--- config.mk ---
export PLATFORM = sky130hd
export DESIGN_NAME = dma_priority_arbiter
export DESIGN_NICKNAME = d
export VERILOG_FILES = /design/src/rtl/dma_priority_arbiter_pkg.sv /design/src/rtl/dma_prio_encoder.sv /design/src/rtl/dma_priority_arbiter.sv
export SDC_FILE = /design/constraint.sdc
export NUM_CORES = 1
export LEC_CHECK = 0
export ABC_AREA = 1
export CAP_MARGIN = 20
export CORE_MARGIN = 2
export CORE_UTILIZATION = 44
export DETAILED_ROUTE_END_ITERATION = 8
export GPL_ROUTABILITY_DRIVEN = 0
export PLACE_DENSITY = 0.76
export SLEW_MARGIN = 25
export SYNTH_ARGS = -nofsm -noshare
export SYNTH_HDL_FRONTEND = slang
export SYNTH_SLANG_ARGS = --single-unit
--- constraint.sdc ---
create_clock -name CLK -period 1.8 [get_ports CLK]
set_input_delay 0.18 -clock CLK [delete_from_list [all_inputs] [get_ports CLK]]
set_output_delay 0.18 -clock CLK [all_outputs]
set_load 0.02 [all_outputs]
--- src/rtl/dma_priority_arbiter_pkg.sv ---
// Shared types and constants for the DMA request/priority stage.
// Holds the arbiter state encoding and the command-register bit positions.
package DmaPackage;

  localparam int NCH = 4;

  localparam int CMD_DISABLE   = 2;
  localparam int CMD_ROTATE    = 4;
  localparam int CMD_DREQ_LOW  = 6;
  localparam int CMD_DACK_HIGH = 7;

  typedef enum logic [3:0] {
    ARB_IDLE    = 4'b0001,
    ARB_REQ     = 4'b0010,
    ARB_GRANT   = 4'b0100,
    ARB_RELEASE = 4'b1000
  } arb_state_t;

  function automatic logic [NCH-1:0] chOneHot(input logic [1:0] ch);
    logic [NCH-1:0] vec;
    vec = '0;
    vec[ch] = 1'b1;
    return vec;
  endfunction

endpackage

--- src/rtl/dma_prio_encoder.sv ---
// Rotating find-first: rotates pend so hiPtr sits at bit 0, picks the lowest
// set bit, then rotates the index back into channel numbering.
module dma_prio_encoder (
  input  logic [3:0] pend,
  input  logic [1:0] hiPtr,
  output logic [1:0] win,
  output logic       anyReq
);

  logic [3:0] rotated;
  logic [1:0] offset;

  generate
    for (genvar gi = 0; gi < 4; gi++) begin : gRot
      assign rotated[gi] = pend[2'(gi) + hiPtr];
    end
  endgenerate

  always_comb begin
    offset = 2'd0;
    for (int i = 3; i >= 0; i--) begin
      if (rotated[i]) offset = 2'(i);
    end
  end

  // 2-bit addition wraps modulo 4, which is the rotate-back.
  assign win    = offset + hiPtr;
  assign anyReq = |pend;

endmodule

--- src/rtl/dma_priority_arbiter.sv ---
// DREQ conditioning and fixed/rotating priority arbitration for the DMA timing FSM.
// One channel is latched per service and held until EOP or the FSM returns to idle.
module dma_priority_arbiter #(
  parameter int NCH         = DmaPackage::NCH,
  parameter int SYNC_STAGES = 2
) (
  input  logic           CLK,
  input  logic           RESET,
  input  logic [NCH-1:0] DREQ,
  input  logic [7:0]     command_reg,
  input  logic [NCH-1:0] mask_reg,
  input  logic [NCH-1:0] request_reg,
  input  logic           idle_cycle,
  input  logic           valid_dack,
  input  logic           eop_n,
  output logic [NCH-1:0] valid_dreq,
  output logic [NCH-1:0] DACK,
  output logic [1:0]     active_ch,
  output logic           channel_active,
  output logic [NCH-1:0] dreq_status,
  output logic [NCH-1:0] sw_req_clr
);

  import DmaPackage::*;

  arb_state_t     stateReg;
  logic [1:0]     hiPtrReg;
  logic [1:0]     winReg;
  logic [1:0]     activeChReg;
  logic           channelActiveReg;
  logic [NCH-1:0] validDreqReg;
  logic [NCH-1:0] dreqStatusReg;
  logic [NCH-1:0] swReqClrReg;
  logic           idlePrevReg;
  logic           eopSeenReg;

  logic [NCH-1:0] dreqSync;
  logic [NCH-1:0] pend;
  logic [NCH-1:0] grantVec;
  logic [1:0]     hiPtrEff;
  logic [1:0]     encWin;
  logic           encAny;
  logic           idleRise;
  logic           unusedCmd;

  generate
    for (genvar gi = 0; gi < SYNC_STAGES; gi++) begin : gSync
      logic [NCH-1:0] stageReg;
      if (gi == 0) begin : gFirst
        always_ff @(posedge CLK or posedge RESET) begin
          if (RESET) stageReg <= '0;
          else       stageReg <= DREQ;
        end
      end else begin : gNext
        always_ff @(posedge CLK or posedge RESET) begin
          if (RESET) stageReg <= '0;
          else       stageReg <= gSync[gi-1].stageReg;
        end
      end
    end
  endgenerate

  assign dreqSync = gSync[SYNC_STAGES-1].stageReg;

  // Software requests bypass polarity and mask.
  assign pend     = ((dreqSync ^ {NCH{command_reg[CMD_DREQ_LOW]}}) & ~mask_reg) | request_reg;
  assign hiPtrEff = command_reg[CMD_ROTATE] ? hiPtrReg : 2'd0;
  assign idleRise = idle_cycle & ~idlePrevReg;

  // Memory-to-memory and the remaining command bits belong to other blocks.
  assign unusedCmd = ^{command_reg[5], command_reg[3], command_reg[1:0]};

  dma_prio_encoder uEncoder (
    .pend   (pend),
    .hiPtr  (hiPtrEff),
    .win    (encWin),
    .anyReq (encAny)
  );

  always_ff @(posedge CLK or posedge RESET) begin
    if (RESET) begin
      stateReg         <= ARB_IDLE;
      hiPtrReg         <= 2'd0;
      winReg           <= 2'd0;
      activeChReg      <= 2'd0;
      channelActiveReg <= 1'b0;
      validDreqReg     <= '0;
      dreqStatusReg    <= '0;
      swReqClrReg      <= '0;
      idlePrevReg      <= 1'b0;
      eopSeenReg       <= 1'b0;
    end else begin
      idlePrevReg   <= idle_cycle;
      dreqStatusReg <= pend;
      swReqClrReg   <= '0;
      case (stateReg)
        ARB_IDLE: begin
          if (idle_cycle && !command_reg[CMD_DISABLE] && encAny) begin
            winReg       <= encWin;
            validDreqReg <= chOneHot(encWin);
            stateReg     <= ARB_REQ;
          end
        end
        ARB_REQ: begin
          if (valid_dack) begin
            // An EOP coinciding with the acknowledge still lets the grant happen once.
            stateReg         <= ARB_GRANT;
            channelActiveReg <= 1'b1;
            activeChReg      <= winReg;
            eopSeenReg       <= ~eop_n;
          end else if (!pend[winReg]) begin
            validDreqReg <= '0;
            stateReg     <= ARB_IDLE;
          end
        end
        ARB_GRANT: begin
          if (!eop_n || eopSeenReg || idleRise) begin
            stateReg         <= ARB_RELEASE;
            validDreqReg     <= '0;
            channelActiveReg <= 1'b0;
            hiPtrReg         <= command_reg[CMD_ROTATE] ? winReg + 2'd1 : 2'd0;
            if ((!eop_n || eopSeenReg) && request_reg[winReg]) begin
              swReqClrReg <= chOneHot(winReg);
            end
          end
        end
        ARB_RELEASE: begin
          eopSeenReg <= 1'b0;
          stateReg   <= ARB_IDLE;
        end
        default: begin
          stateReg <= ARB_IDLE;
        end
      endcase
    end
  end

  // Combinational from the registered grant so an async reset drops DACK at once.
  assign grantVec = channelActiveReg ? chOneHot(activeChReg) : '0;
  assign DACK     = command_reg[CMD_DACK_HIGH] ? grantVec : ~grantVec;

  assign valid_dreq     = validDreqReg;
  assign active_ch      = activeChReg;
  assign channel_active = channelActiveReg;
  assign dreq_status    = dreqStatusReg;
  assign sw_req_clr     = swReqClrReg;

endmodule

==> results.py, run 1 <==
metrics = {
    "die": {
        "core-area_mm2": 0.00394,
        "die_area_mm2": 0.00455,
        "die_h_um": 67.5,
        "initial_core_util_pct": 44.9,
        "rows": 23,
        "die_w_um": 67.5,
        "io_pins": 44,
    },
    "clock_network": {
        "clock_path_buffers": 2,
        "cts_hold_buf": 0,
        "clock_latency_ns": 0.28,
        "htree_num_levels": 2,
        "numClockSinks": 33,
        "cts_tree": "done",
        "numCtsBuffers": 5,
        "cts.clk_slew.worst_paths_ns": 0.07,
        "root_buffer": "clkbuf_8",
    },
    "drt": {
        "wl_met2_mm": 2.07,
        "drtIter0Drc": 77,
        "vias_per_cell": 4.81,
        "dr_wl_met3_um": 204,
        "drcViolationCount": 0,
        "ant_nets": 0,
        "wl_met1_mm": 1.52,
        "vias": 1625,
        "routed.top_layer": "met4",
        "wl_per_cell_um": 11.4,
        "drt-total-wl_mm": 3.86,
        "first_pass_iters": 4,
    },
    "sta": {
        "drv_slew": 0,
        "finalClockSkew_ns": 0.00879,
        "min_period_over_period_pct": 110,
        "finalWorstSetupSlack_ns": -0.178,
        "final_hold_viol_count": 0,
        "relSlewSlack_pct": 73.5,
        "finalCriticalPeriod_ns": 1.98,
        "setup_viol": 5,
        "rsz0062_at_grt": "yes",
        "worst_pin_slew_ns": 0.394,
        "tns_ns": -0.726,
        "fmax_ghz": 0.506,
    },
    "place": {
        "place_inst": 327,
        "hpwl_mm": 2.83,
        "post_dp_cell_area_mm2": 0.00238,
        "portBuffers": 39,
    },
    "worst_setup_path": {
        "critical_path_arrival_ns": 2.15,
        "r2r_end": "valid_dreq[2]$_DFFE_PP0P_",
        "r2r_setup_slack_ns": -0.18,
        "path_depth": 14,
        "cpMaxStageDelayCell": "dfrtp_1",
        "worstPathRequired_ns": 1.98,
        "crit_chain": "nand2_4 > buf_4 > nand3_1 > nand3_1 > nand2_2 > a31oi_1 > nor2_1 > ha_2 > xnor2_2 > inv_1 > nand3_2 > nand2_2 > nand2_1 > nand2_1",
        "max_stage_delay_ns": 0.42,
        "critPathLaunchType": "flip-flop",
        "r2r-start": "hiPtrReg[0]$_DFFE_PP0P_",
        "reg2regPathDepth": 14,
        "crit_fanout": 5,
        "endpoint_kind": "flip-flop",
        "crit_buf_inv": 2,
        "critPathKind": "reg2reg",
        "critPathTopFamily": "simple AND/OR/NAND/NOR gates",
    },
    "yosys": {
        "syn-cell-area_mm2": 0.00177,
        "ys_seq_area_share_pct": 46.7,
        "netlist_top_cells_count": "nand2_1, dfrtp_1, inv_1",
        "syn_nets": 248,
        "netlist.area_leader.share_pct": 45.2,
        "synth_area_leaders": "dfrtp_1, nand2_1, inv_1, nand3_1, nand3_2",
        "ys_ff_latch": 33,
        "yosysMostFrequentCell": "nand2_1",
        "syn_inst": 218,
        "synth_area_per_cell_um2": 8.13,
        "synthArstFlopShare_pct": 100,
        "synth_warnings": 0,
        "ys_types": 26,
        "synth_edf_count": 0,
        "yosys.area.top_type": "dfrtp_1",
        "synth_ff_type": "dfrtp_1",
    },
    "global_routing": {
        "grt_overflow_total": 0,
        "grt_pass1_wl_mm": 6.30,
        "first_global_vias": 1494,
        "antenna_found_initial": 0,
        "grt_max_degree": 34,
        "track_usage_pct": 19.0,
    },
    "power_and_ir_drop": {
        "p_leak_nw": 1.27,
        "ir_worst_vdd_v": 0.000728,
        "finalPower_mw": 2.96,
        "p_per_area_mw_per_mm2": 1170,
    },
    "layout": {
        "fin_area_mm2": 0.00254,
        "area_growth_pct": 43.2,
        "fill_cells": 314,
        "final_cells": 338,
        "layout-drive-gt1-share_pct": 23.6,
        "nNetsFinal": 317,
        "diodes": 0,
    },
    "job": {
        "cap_viol_max_count": 0,
    },
    "run_status": {
        "violations": "negative setup slack",
        "status": "complete, but fails checks",
    },
    "worst_hold_path": {
        "hold_class": "in2async",
    },
}
cell families after synthesis:
| kind of cell | share of synthesized area, % |
|---|---|
| xor+xnor | 2.47 |
| flops | 46.7 |
| fa+ha+maj | 3.53 |
| buf+inv | 8.33 |
| compound gates | 7.13 |
| simple gates | 31.9 |
worst reg2reg max path: stages, from the launching register on:
cell and delay (ns):
dfrtp_1 0.42, nand2_4 0.14, buf_4 0.12, nand3_1 0.10, nand3_1 0.11, nand2_2 0.06
a31oi_1 0.14, nor2_1 0.07, ha_2 0.19, xnor2_2 0.19, inv_1 0.07, nand3_2 0.08
nand2_2 0.07, nand2_1 0.06, nand2_1 0.05
what timing repair did:
action,CTS,global route
setup endpoints to repair,10,6
setup buffers,1,2
endpoints found under the hold margin,0,0
gates cloned,0,0
pin swaps,0,10
gates resized for setup,9,11
sequential cells by signal (all words and copies together), names as in the netlist:
register	count
stateReg	4
hiPtrReg	2
channel_active	1
winReg	2
active_ch	2
dreqSync	4
gSync.stageReg	4
eopSeenReg	1
dreq_status	4
sw_req_clr	4
idlePrevReg	1
valid_dreq	4
report_power, final:
part | total (mW) | switching (mW) | internal [mW]
registers | 1.02 | 0.134 | 0.890
logic | 1.41 | 0.801 | 0.607
clock network | 0.525 | 0.251 | 0.274
metal layers:
layer / vias to the layer above / GRT usage (%)
li1: 827 / -
met1: 753 / 21.5
met2: 39 / 35.1
met3: 6 / 4.00
met4: 0 / 6.89
met5: - / 0
how the worst max path moves through the flow:
stage / from / end / slack, ns
6_report: hiPtrReg[0]$_DFFE_PP0P_ / valid_dreq[2]$_DFFE_PP0P_ / -0.18
5_1_grt: dreqSync[0]$_DFF_PP0_ / valid_dreq[3]$_DFFE_PP0P_ / -0.35
4_1_cts: hiPtrReg[0]$_DFFE_PP0P_ / winReg[1]$_DFFE_PP0P_ / -0.12
3_5_place_dp: command_reg[4] / winReg[1]$_DFFE_PP0P_ / -0.50
3_3_place_gp: command_reg[4] / valid_dreq[3]$_DFFE_PP0P_ / -0.42
2_1_floorplan: hiPtrReg[0]$_DFFE_PP0P_ / valid_dreq[2]$_DFFE_PP0P_ / 0.003
cells in the final DEF (no fill, tap or decap), types with 2 or more instances in the layout:
master	Yosys	routed
nor2_4	1	2
a31oi_1	3	3
nand2_2	9	11
clkbuf_1	0	3
nand3_1	22	19
nor3_2	3	3
buf_6	0	2
o21ai_0	10	10
inv_2	4	4
dlygate4sd2_1	0	6
inv_1	32	32
nor2_1	12	12
dfrtp_1	32	32
nand2_4	0	2
ha_1	5	4
buf_4	0	21
nand2_1	57	53
nand3_2	8	11
clkbuf_8	0	5
a21oi_1	4	4
clkdlybuf4s50_1	0	33
xor2_1	4	4
through the flow:
step	worst slack, ns	utilization (%)	hold slack [ns]
after floorplan	0.00301	-	0.211
after global placement	-0.421	60.5	0.333
after detailed placement	-0.498	60.5	0.339
after CTS	-0.115	62.9	0.304
after global routing	-0.354	64.4	0.339
final	-0.178	64.4	0.283
layout make-up:
type | instances | area, um2 | share of cell area [%]
well taps | 50 | 62.6 | 2.47
clock buffers | 8 | 80.1 | 3.16
flip-flops and latches | 33 | 827 | 32.6
repair buffers | 62 | 563 | 22.2
multi-input cells | 147 | 855 | 33.7
inverters | 38 | 150 | 5.92
Note: power is estimated with default switching activity, not from simulation.
==> run 2: changes to the inputs <==
Settings changed: RECOVER_POWER set to 100, SLEW_MARGIN 25 to 20.
==> run 2 against run 1 <==
The flow still finishes with violations (negative setup slack). Largest cell class unchanged. Largest power group unchanged. Maximum frequency is 0.14% lower. Clock skew is 0.0020 ns lower. Non-clock buffer count stayed put. Core utilization is 0.19 points lower.
==> results.py, run 2 (synthesized netlist as in run 1, its figures left out) <==
metrics = {
    "run_status": {
        "status": "complete, but fails checks",
        "violations": "negative setup slack",
    },
    "worst_setup_path": {
        "reg2regPathDepth": 14,
        "max_stage_delay_ns": 0.42,
        "crit_fanout": 5,
        "endpoint_kind": "flip-flop",
        "setup.worst_path.start": "hiPtrReg[0]$_DFFE_PP0P_",
        "worstPathRequired_ns": 1.98,
        "r2r-start": "hiPtrReg[0]$_DFFE_PP0P_",
        "critPathLaunchType": "flip-flop",
        "critical_path_arrival_ns": 2.16,
        "crit_chain": "nand2_4 > buf_4 > nand3_1 > nand3_1 > nand2_2 > a31oi_1 > nor2_1 > ha_2 > xnor2_2 > inv_1 > nand3_2 > nand2_2 > nand2_1 > nand2_1",
        "r2r_setup_slack_ns": -0.18,
        "critPathKind": "reg2reg",
        "r2r_end": "valid_dreq[2]$_DFFE_PP0P_",
        "cpMaxStageDelayCell": "dfrtp_1",
    },
    "clock_network": {
        "numCtsBuffers": 5,
        "cts_tree": "done",
        "clock_path_buffers": 2,
        "htree_num_levels": 2,
        "clock_latency_ns": 0.28,
        "cts_hold_buf": 0,
        "root_buffer": "clkbuf_8",
        "numClockSinks": 33,
        "cts.clk_slew.worst_paths_ns": 0.06,
    },
    "layout": {
        "nNetsFinal": 317,
        "fill_cells": 316,
        "layout-drive-gt1-share_pct": 23.3,
        "final_common_cell": "nand2_1",
        "area_growth_pct": 42.8,
        "final_core_util_pct": 64.2,
        "diodes": 0,
        "final_cell_mix": "nand2_1, inv_1, dfrtp_1",
    },
    "drt": {
        "vias_per_cell": 4.81,
        "drtIter0Drc": 76,
        "first_pass_iters": 4,
        "ant_nets": 0,
        "wl_per_cell_um": 11.4,
        "drt-total-wl_mm": 3.87,
        "vias": 1627,
        "drcViolationCount": 0,
    },
    "place": {
        "dp_slack_ns": -0.498,
        "hpwl_mm": 2.83,
        "portBuffers": 39,
    },
    "sta": {
        "rsz0062_at_grt": "yes",
        "relSlewSlack_pct": 46.6,
        "min_period_over_period_pct": 110,
        "final_hold_viol_count": 0,
        "worst_pin_slew_ns": 0.801,
        "finalClockSkew_ns": 0.00679,
        "fmax_ghz": 0.505,
        "drv_slew": 0,
        "finalWorstSetupSlack_ns": -0.181,
        "setup_viol": 5,
        "finalCriticalPeriod_ns": 1.98,
        "tns_ns": -0.743,
    },
    "die": {
        "die_area_mm2": 0.00455,
        "core-area_mm2": 0.00394,
        "die_w_um": 67.5,
        "io_pins": 44,
        "die_h_um": 67.5,
        "rows": 23,
        "initial_core_util_pct": 44.9,
    },
    "global_routing": {
        "grt_overflow_total": 0,
        "grt_pass1_wl_mm": 6.30,
        "first_global_vias": 1494,
        "antenna_found_initial": 0,
        "track_usage_pct": 19.0,
        "grt_max_degree": 34,
    },
    "worst_hold_path": {
        "min-delay-start": "gSync[0].stageReg[2]$_DFF_PP0_",
        "hold_depth": 0,
        "min_to": "dreqSync[2]$_DFF_PP0_",
        "hold_class": "reg2reg",
    },
    "power_and_ir_drop": {
        "p_leak_nw": 1.27,
        "ir_worst_vdd_v": 0.000727,
        "p_per_area_mw_per_mm2": 1160,
    },
    "job": {
        "cap_viol_max_count": 0,
    },
}
==> run 2: through the flow <==
| step | instances | hold slack [ns] | power (mW) | instance area (um2) |
|---|---|---|---|---|
| 2_1_floorplan | 218 | 0.211 | 1.86 | 1780 |
| 3_3_place_gp | 327 | 0.333 | 2.34 | 2380 |
| 3_5_place_dp | 327 | 0.339 | 2.37 | 2380 |
| 4_1_cts | 336 | 0.304 | 2.91 | 2480 |
| 5_1_grt | 338 | 0.358 | 3.18 | 2530 |
| 6_report | 338 | 0.349 | 2.95 | 2530 |
==> run 2: final cells by class <==
type | instances | area, um2 | area share (%)
Multi-Input combinational cell | 147 | 850 | 33.6
Sequential cell | 33 | 827 | 32.7
Timing Repair Buffer | 62 | 561 | 22.2
Inverter | 38 | 150 | 5.93
Tap cell | 50 | 62.6 | 2.47
Clock buffer | 8 | 80.1 | 3.17
==> run 2: worst max-delay path: cells and delay by family, from the launching register on <==
family / cells / cell delay (ns)
adder cells (fa/ha/maj): 1 / 0.19
buffers and inverters: 2 / 0.19
AND/OR/NAND/NOR: 9 / 0.74
AO/OA/AOI/OAI: 1 / 0.14
XOR/XNOR: 1 / 0.19
flip-flops: 1 / 0.42
==> run 2: worst max-delay path by stage <==
stage | cells after the start | to | slack (ns)
finish | 14 | valid_dreq[2]$_DFFE_PP0P_ | -0.18
floorplan | 15 | valid_dreq[2]$_DFFE_PP0P_ | 0.003
CTS | 15 | winReg[1]$_DFFE_PP0P_ | -0.12
detailed placement | 17 | winReg[1]$_DFFE_PP0P_ | -0.50
global route | 16 | valid_dreq[3]$_DFFE_PP0P_ | -0.35
global placement | 17 | valid_dreq[3]$_DFFE_PP0P_ | -0.42
==> run 2: repair_timing <==
action | CTS | global route
gates cloned | 0 | 0
pin swaps | 0 | 10
gates resized for setup | 9 | 11
setup endpoints to repair | 10 | 6
buffers inserted | 1 | 2
==> run 2: routing by layer <==
layer / part of all wire, % / vias to the layer above / track usage (%)
met4: 1.7 / 0 / 6.89
met1: 41 / 754 / 21.5
li1: - / 827 / -
met5: 0 / - / 0
met2: 53 / 39 / 35.1
met3: 4.6 / 7 / 4.00
==> run 2: where the power goes <==
group | total, mW | leakage [nW] | internal, mW | switching [mW]
registers | 1.02 | 0.411 | 0.891 | 0.132
logic | 1.40 | 0.823 | 0.602 | 0.799
clock network | 0.522 | 0.0395 | 0.274 | 0.248
total | 2.95 | 1.27 | 1.77 | 1.18
